## src/rtl/gray_cnt_if.sv

```systemverilog
// ---------------------------------------------------------------------------
// gray_cnt_if
// Bundles the control inputs and count outputs of the Gray counter so that
// the counter and its driver can be hooked up with a single port.
//
//   en      count enable
//   dir     count direction, 1 = up, 0 = down
//   ld      parallel load strobe
//   ld_gry  Gray value to load (index 0 is MSB)
//   gry     registered Gray count (index 0 is MSB)
//   bn      registered binary count (index 0 is MSB)
//   tc      terminal count for the current direction
//   wrap    one-cycle pulse after a wrap-around edge
//
// master : whoever drives the controls (bench or upstream logic)
// slave  : the counter itself
// ---------------------------------------------------------------------------
interface gray_cnt_if #(
   parameter int WIDTH = 4
);

   logic             en;
   logic             dir;
   logic             ld;
   logic [0:WIDTH-1] ld_gry;
   logic [0:WIDTH-1] gry;
   logic [0:WIDTH-1] bn;
   logic             tc;
   logic             wrap;

   modport master (
      output en, dir, ld, ld_gry,
      input  gry, bn, tc, wrap
   );

   modport slave (
      input  en, dir, ld, ld_gry,
      output gry, bn, tc, wrap
   );

endinterface

```

## src/rtl/gray_cnt.sv

```systemverilog
// ---------------------------------------------------------------------------
// gray_cnt
// Synchronous up/down counter whose primary output is the registered Gray
// code of its count. Feeds the Gray-to-binary converter downstream, so every
// count edge changes exactly one bit of gry (including across a wrap).
//
// Ports:
//   clk    rising-edge clock
//   rst_n  synchronous active-low reset (clears count and wrap)
//   bus    gray_cnt_if.slave : en, dir, ld, ld_gry in; gry, bn, tc, wrap out
//
// Priority on each edge: reset > load > count > hold.
// All vectors use index 0 as the MSB.
//
// Optional build macro:
//   GRAY_CNT_SAT_EN  when defined the counter saturates at its terminal
//                    value instead of wrapping, and wrap is held at 0.
// ---------------------------------------------------------------------------
module gray_cnt #(
   parameter int WIDTH = 4
) (
   input logic       clk,
   input logic       rst_n,
   gray_cnt_if.slave bus
);

   localparam logic [0:WIDTH-1] unit = {{(WIDTH-1){1'b0}}, 1'b1};

   logic [0:WIDTH-1] bn_q;
   logic [0:WIDTH-1] gry_q;
   logic             wrap_q;

   logic [0:WIDTH-1] ld_bin;
   logic [0:WIDTH-1] nxt_bn;
   logic [0:WIDTH-1] nxt_gry;
   logic             nxt_wrap;
   logic             tc;

   // Decode the Gray load value to binary. Each binary bit is the running
   // XOR of all Gray bits from the MSB down to that position.
   always_comb begin
      ld_bin    = '0;
      ld_bin[0] = bus.ld_gry[0];
      for (int i = 1; i < WIDTH; i++) begin
         ld_bin[i] = ld_bin[i-1] ^ bus.ld_gry[i];
      end
   end

   // Terminal count depends on the live dir input so it reacts to a
   // direction change without waiting for an edge.
   always_comb begin
      tc = bus.dir ? (&bn_q) : ~(|bn_q);
   end

   // Next binary value and wrap flag. A count edge that starts on the
   // terminal value is the one that wraps (or, in saturating builds, holds).
   always_comb begin
      nxt_bn   = bn_q;
      nxt_wrap = 1'b0;
      if (bus.ld) begin
         nxt_bn = ld_bin;
      end else if (bus.en) begin
`ifdef GRAY_CNT_SAT_EN
         if (!tc) begin
            nxt_bn = bus.dir ? (bn_q + unit) : (bn_q - unit);
         end
`else
         nxt_bn   = bus.dir ? (bn_q + unit) : (bn_q - unit);
         nxt_wrap = tc;
`endif
      end
   end

   // Gray code of the next value, registered on the same edge as the binary
   // so the two outputs never disagree.
   always_comb begin
      nxt_gry    = '0;
      nxt_gry[0] = nxt_bn[0];
      for (int i = 1; i < WIDTH; i++) begin
         nxt_gry[i] = nxt_bn[i-1] ^ nxt_bn[i];
      end
   end

   // State registers with synchronous active-low reset.
   always_ff @(posedge clk) begin
      if (!rst_n) begin
         bn_q   <= '0;
         gry_q  <= '0;
         wrap_q <= 1'b0;
      end else begin
         bn_q   <= nxt_bn;
         gry_q  <= nxt_gry;
         wrap_q <= nxt_wrap;
      end
   end

   assign bus.bn   = bn_q;
   assign bus.gry  = gry_q;
   assign bus.wrap = wrap_q;
   assign bus.tc   = tc;

endmodule
```

## src/flat_wrapper.sv

```systemverilog
// flat-port wrapper written by rule: the top's interface ports become plain ports
module gray_cnt_flat 
#(
   parameter int WIDTH = 4
)
  (clk, rst_n, bus_en, bus_dir, bus_ld, bus_ld_gry, bus_gry, bus_bn, bus_tc, bus_wrap);
  gray_cnt_if #(.WIDTH(WIDTH)) bus_i ();
  input logic clk;
  input logic rst_n;
  input wire logic [$bits(bus_i.en)-1:0] bus_en;
  input wire logic [$bits(bus_i.dir)-1:0] bus_dir;
  input wire logic [$bits(bus_i.ld)-1:0] bus_ld;
  input wire logic [$bits(bus_i.ld_gry)-1:0] bus_ld_gry;
  output wire logic [$bits(bus_i.gry)-1:0] bus_gry;
  output wire logic [$bits(bus_i.bn)-1:0] bus_bn;
  output wire logic [$bits(bus_i.tc)-1:0] bus_tc;
  output wire logic [$bits(bus_i.wrap)-1:0] bus_wrap;
  assign bus_i.en = bus_en;
  assign bus_i.dir = bus_dir;
  assign bus_i.ld = bus_ld;
  assign bus_i.ld_gry = bus_ld_gry;
  assign bus_gry = bus_i.gry;
  assign bus_bn = bus_i.bn;
  assign bus_tc = bus_i.tc;
  assign bus_wrap = bus_i.wrap;
  gray_cnt #(.WIDTH(WIDTH)) u_core (.clk(clk), .rst_n(rst_n), .bus(bus_i));
endmodule
```

## config.mk

```make
export PLATFORM = sky130hd
export DESIGN_NAME = gray_cnt_flat
export DESIGN_NICKNAME = d
export VERILOG_FILES = /design/src/rtl/gray_cnt_if.sv /design/src/rtl/gray_cnt.sv /design/src/flat_wrapper.sv
export SDC_FILE = /design/constraint.sdc
export NUM_CORES = 1
export LEC_CHECK = 0
export CELL_PAD_IN_SITES_DETAIL_PLACEMENT = 0
export CELL_PAD_IN_SITES_GLOBAL_PLACEMENT = 1
export CORE_AREA = 2 2 44 46
export CTS_CLUSTER_DIAMETER = 80
export DETAILED_ROUTE_END_ITERATION = 10
export DIE_AREA = 0 0 46 48
export HOLD_SLACK_MARGIN = 0.03
export PLACE_DENSITY = 0.75
export SYNTH_ARGS = -nofsm -noshare
export SYNTH_HDL_FRONTEND = slang
export SYNTH_SLANG_ARGS = --single-unit
```

## constraint.sdc

```tcl
create_clock -name clk -period 5.1 [get_ports clk]
set_input_delay 1.02 -clock clk [delete_from_list [all_inputs] [get_ports clk]]
set_output_delay 1.02 -clock clk [all_outputs]
set_load 0.02 [all_outputs]
```

## Yosys cells after proc, flatten, opt, wreduce, memory -nomap -nowiden

Index checks and enable logic that the tools add are counted.

- Word-level logic and storage cells: 21
- Register bits: 9
- Input bits: 9
- Output and inout port bits: 10

- Reduce and logical (&&, ||, !) cells: 3
- Mux-type cells: 4
- Add/subtract/negate cells: 2
- Bitwise logic cells: 9

Operator list:

| kind | number |
|---|---|
| $mux W4 | 3 |
| $xor A1 B1 Y1 | 6 |
| $add A4 B1 Y4 const B | 1 |
| $reduce_and A4 Y1 | 1 |
| $reduce_or A4 Y1 | 1 |
| $sub A4 B1 Y4 const B | 1 |
| $not A1 Y1 | 3 |
| $reduce_or A3 Y1 | 1 |
| $mux W1 | 1 |

## Depth between registers and ports, before layout

- Depth in word-level cells: 5
- Mapped depth: 6
- Mapped depth without buffers: 6

## Worst setup path before layout

No wires, ideal clock.

- Path kind: in2out
- From: in bus_dir
- To: out bus_tc
- Setup slack: 2.034 ns
- Required time: 4.080 ns
- Arrival: 2.046 ns
- Path buffers: 0
- Stages on the path: 2
- Cell sequence: or4_1 > o21ai_0

- Cells in the longest elaborated chain, start to end: 1

RTL lines:

| element | RTL line | text |
|---|---|---|
| start: declaration | flat_wrapper.sv:11 | `input wire logic [$bits(bus_i.dir)-1:0] bus_dir;` |
| $mux W1 | gray_cnt.sv:52 | `tc = bus.dir ? (&bn_q) : ~(\|bn_q);` |
| end: declaration | flat_wrapper.sv:16 | `output wire logic [$bits(bus_i.tc)-1:0] bus_tc;` |

No other way between the ends.

## Final worst setup path

Ends and elaborated chain as after synthesis.

==> impl_metrics.ini <==
[critical_path]
reg2reg_setup_slack_ns = 3.22
cp-start-kind = input pin
rr_worst_depth = 6
rr_startpoint = u_core.bus.bn[3]
crit_end = bus_tc
critPathRequiredTime_ns = 4.08
startpoint = bus_dir
end_kind = primary output
cp.arrival_ns = 2.94
r2r_end = u_core.bus.gry[1]
crit_type = input pin to primary output
critPathMaxFanout = 8

[placed_design]
numPortBuffers = 18
place_hpwl_microns = 894
globalplace.congestion = 0.672

[timing]
whs_ns = 0.778
fin_tns_setup_ns = 0
setup_viol = 0
worst_slew_pin_slew_ns = 0.480
rsz0062_at_grt = false
timing.fmax_ghz = 0.253
hold_viol = 0
slew_headroom_pct = 67.9
finClkSkew_ns = 0.00286
slew_violations = 0
period_share_pct = 77.6
period_minus_slack_ns = 3.96

[detailed_routing]
drc = 0
drt-vias-per-instance = 5.13
vias = 487
firstDrtPassIters = 4
drtIter0Drc = 12
ant_nets = 0
drt-wirelength-per-cell_microns = 12.3
wirelength_mm = 1.17

[cts]
insertion_delay_ns = 0.25
cts_num_sinks = 8
cts_buffers = 3
ctsHoldBuffers = 0
cts.clk_slew.worst_paths_ns = 0.05
clockBufferDepth = 2
root_buffer = clkbuf_4
cts_setup_buffers = 0
h-tree-depth = 1
cts_tree = yes
post_cts_resized = 0

[synthesis]
ys_ff_latch = 8
synth_top_family_by_area = simple AND/OR/NAND/NOR gates
synth_cells = 60
netlist_area_sq_um = 571
synth_xor_area_share_pct = 10.7
synth-simple-area-share_pct = 22.6
synth.distinct_cells = 32
synth_edf_count = 0
synthMuxAreaShare_pct = 3.51
syn_nets = 72
synth_area_leaders = dfxtp_1, xnor2_1, o211a_1
synthArstFlopShare_pct = 0
avgSynthCellArea_sq_um = 9.51
yosysTopAreaCell = dfxtp_1
synth_seq_area_share_pct = 28.1
ys.flop_type = dfxtp_1
ys_warn_count = 0
synth_common_cells = dfxtp_1, xnor2_1, inv_1
synthAdderAreaFrac_pct = 7.89
synth_top_area_share_pct = 28.1
synth_compound_area_share_pct = 19.3
synth.most_common_cell = dfxtp_1

[power_and_ir_drop]
p_leak_uw = 0.000343
internal_power_uw = 141
finalPower_uw = 208
p_switching_uw = 67.1
p_comb_share_pct = 40.1
p_per_area_nw_per_um2 = 270
pwr-share-clk_pct = 23.2
peakVddDrop_mv = 0.144
seqPwrFrac_pct = 36.7
switching_share_pct = 32.3

[cells_and_area]
seq_area_sq_um = 160
nNetsFinal = 92
area_delta_synth_final_pct = 34.6
n_fill_cell = 181
antennaDiodeCount = 0
multi_input_area_sq_um = 365
drive_gt1_share_pct = 12.8

[floorplanning]
ios = 19
start_util_pct = 33.8
dieArea_sq_um = 2210
core-area_sq_um = 1690
die_width_microns = 46
row_count = 15
die_h_microns = 48

[global_route]
grt_max_degree = 16
grt_usage_pct = 12.6
grt_pass1_wl_mm = 1.96
grt_overflow = 0
antenna_found_initial = 0
first_global_vias = 490

[worst_hold_path]
min-delay-start = u_core.bus.bn[2]
hold_path.class = flop to flop

[run]
drv_cap = 0

[outcome]
outcome = completed
critical path, stage by stage:
cell and delay, ns:
clkdlybuf4s50_1 0.53, or4_1 0.55, o21ai_0 0.20, clkdlybuf4s50_1 0.64
how the worst min path moves through the flow:
stage	end	slack [ns]	cells after the start
2_1_floorplan	u_core.bus.bn[3]	0.80	3
5_1_grt	u_core.bus.wrap	0.84	2
6_report	u_core.bus.wrap	0.78	3
3_3_place_gp	u_core.bus.wrap	0.78	3
4_1_cts	u_core.bus.wrap	0.80	3
3_5_place_dp	u_core.bus.wrap	0.79	3
logic make-up (layout without fill, tap and decap cells):
group           after synthesis  count (layout)
compound gates               13              13
xor+xnor                      7               7
fa+ha+maj                     3               3
buf+inv                       8              26
flops                         8               8
mux                           2               2
simple gates                 19              19
per-layer routing:
layer  track usage [%]  up-vias  wire, microns
li1                  -      251              -
met1              13.9      225            575
met2              21.1       11            549
met3              5.66        0             48
met4              5.14        0              0
met5                 0        -              0
placed cells by master, fill, tap and decap left out, types with 3 or more instances in the layout:
master,synthesis,routed
xnor2_1,6,6
o211a_1,4,4
nand2_1,3,3
clkbuf_4,0,3
dfxtp_1,8,8
clkdlybuf4s50_1,0,18
nand3_1,3,3
inv_1,5,5
power groups by stage:
| stage | Sequential [uW] | Combinational, uW | Clock (uW) |
|---|---|---|---|
| 6_report | 76.3 | 83.2 | 48.2 |
| 5_1_grt | 77.1 | 90.4 | 57.1 |
| 4_1_cts | 76.3 | 84.3 | 51.8 |
| 3_5_place_dp | 77.8 | 83.9 | 0 |
| 3_3_place_gp | 77.7 | 83.5 | 0 |
| 2_1_floorplan | 85.1 | 46.3 | 0 |
final cells by class:
cell class / count / area share [%]
flip-flops and latches: 8 / 20.8
inverters: 5 / 2.44
multi-input cells: 44 / 47.6
well taps: 17 / 2.77
clock buffers: 3 / 2.93
repair buffers: 18 / 23.5
per-stage QoR:
step	setup WS, ns	cell area [sq um]	util, %	cells
2_1_floorplan	2.03	571	-	60
3_3_place_gp	1.16	746	44.1	92
3_5_place_dp	1.11	746	44.1	92
4_1_cts	1.11	768	45.5	95
5_1_grt	1.04	768	45.5	95
6_report	1.14	768	45.5	95
sequential cells by signal, summed over array words and instances, names as in the netlist:
name / flops
u_core.bus.gry: 4
u_core.bus.bn: 3
u_core.bus.wrap: 1
Note: power is estimated with default switching activity, not from simulation.
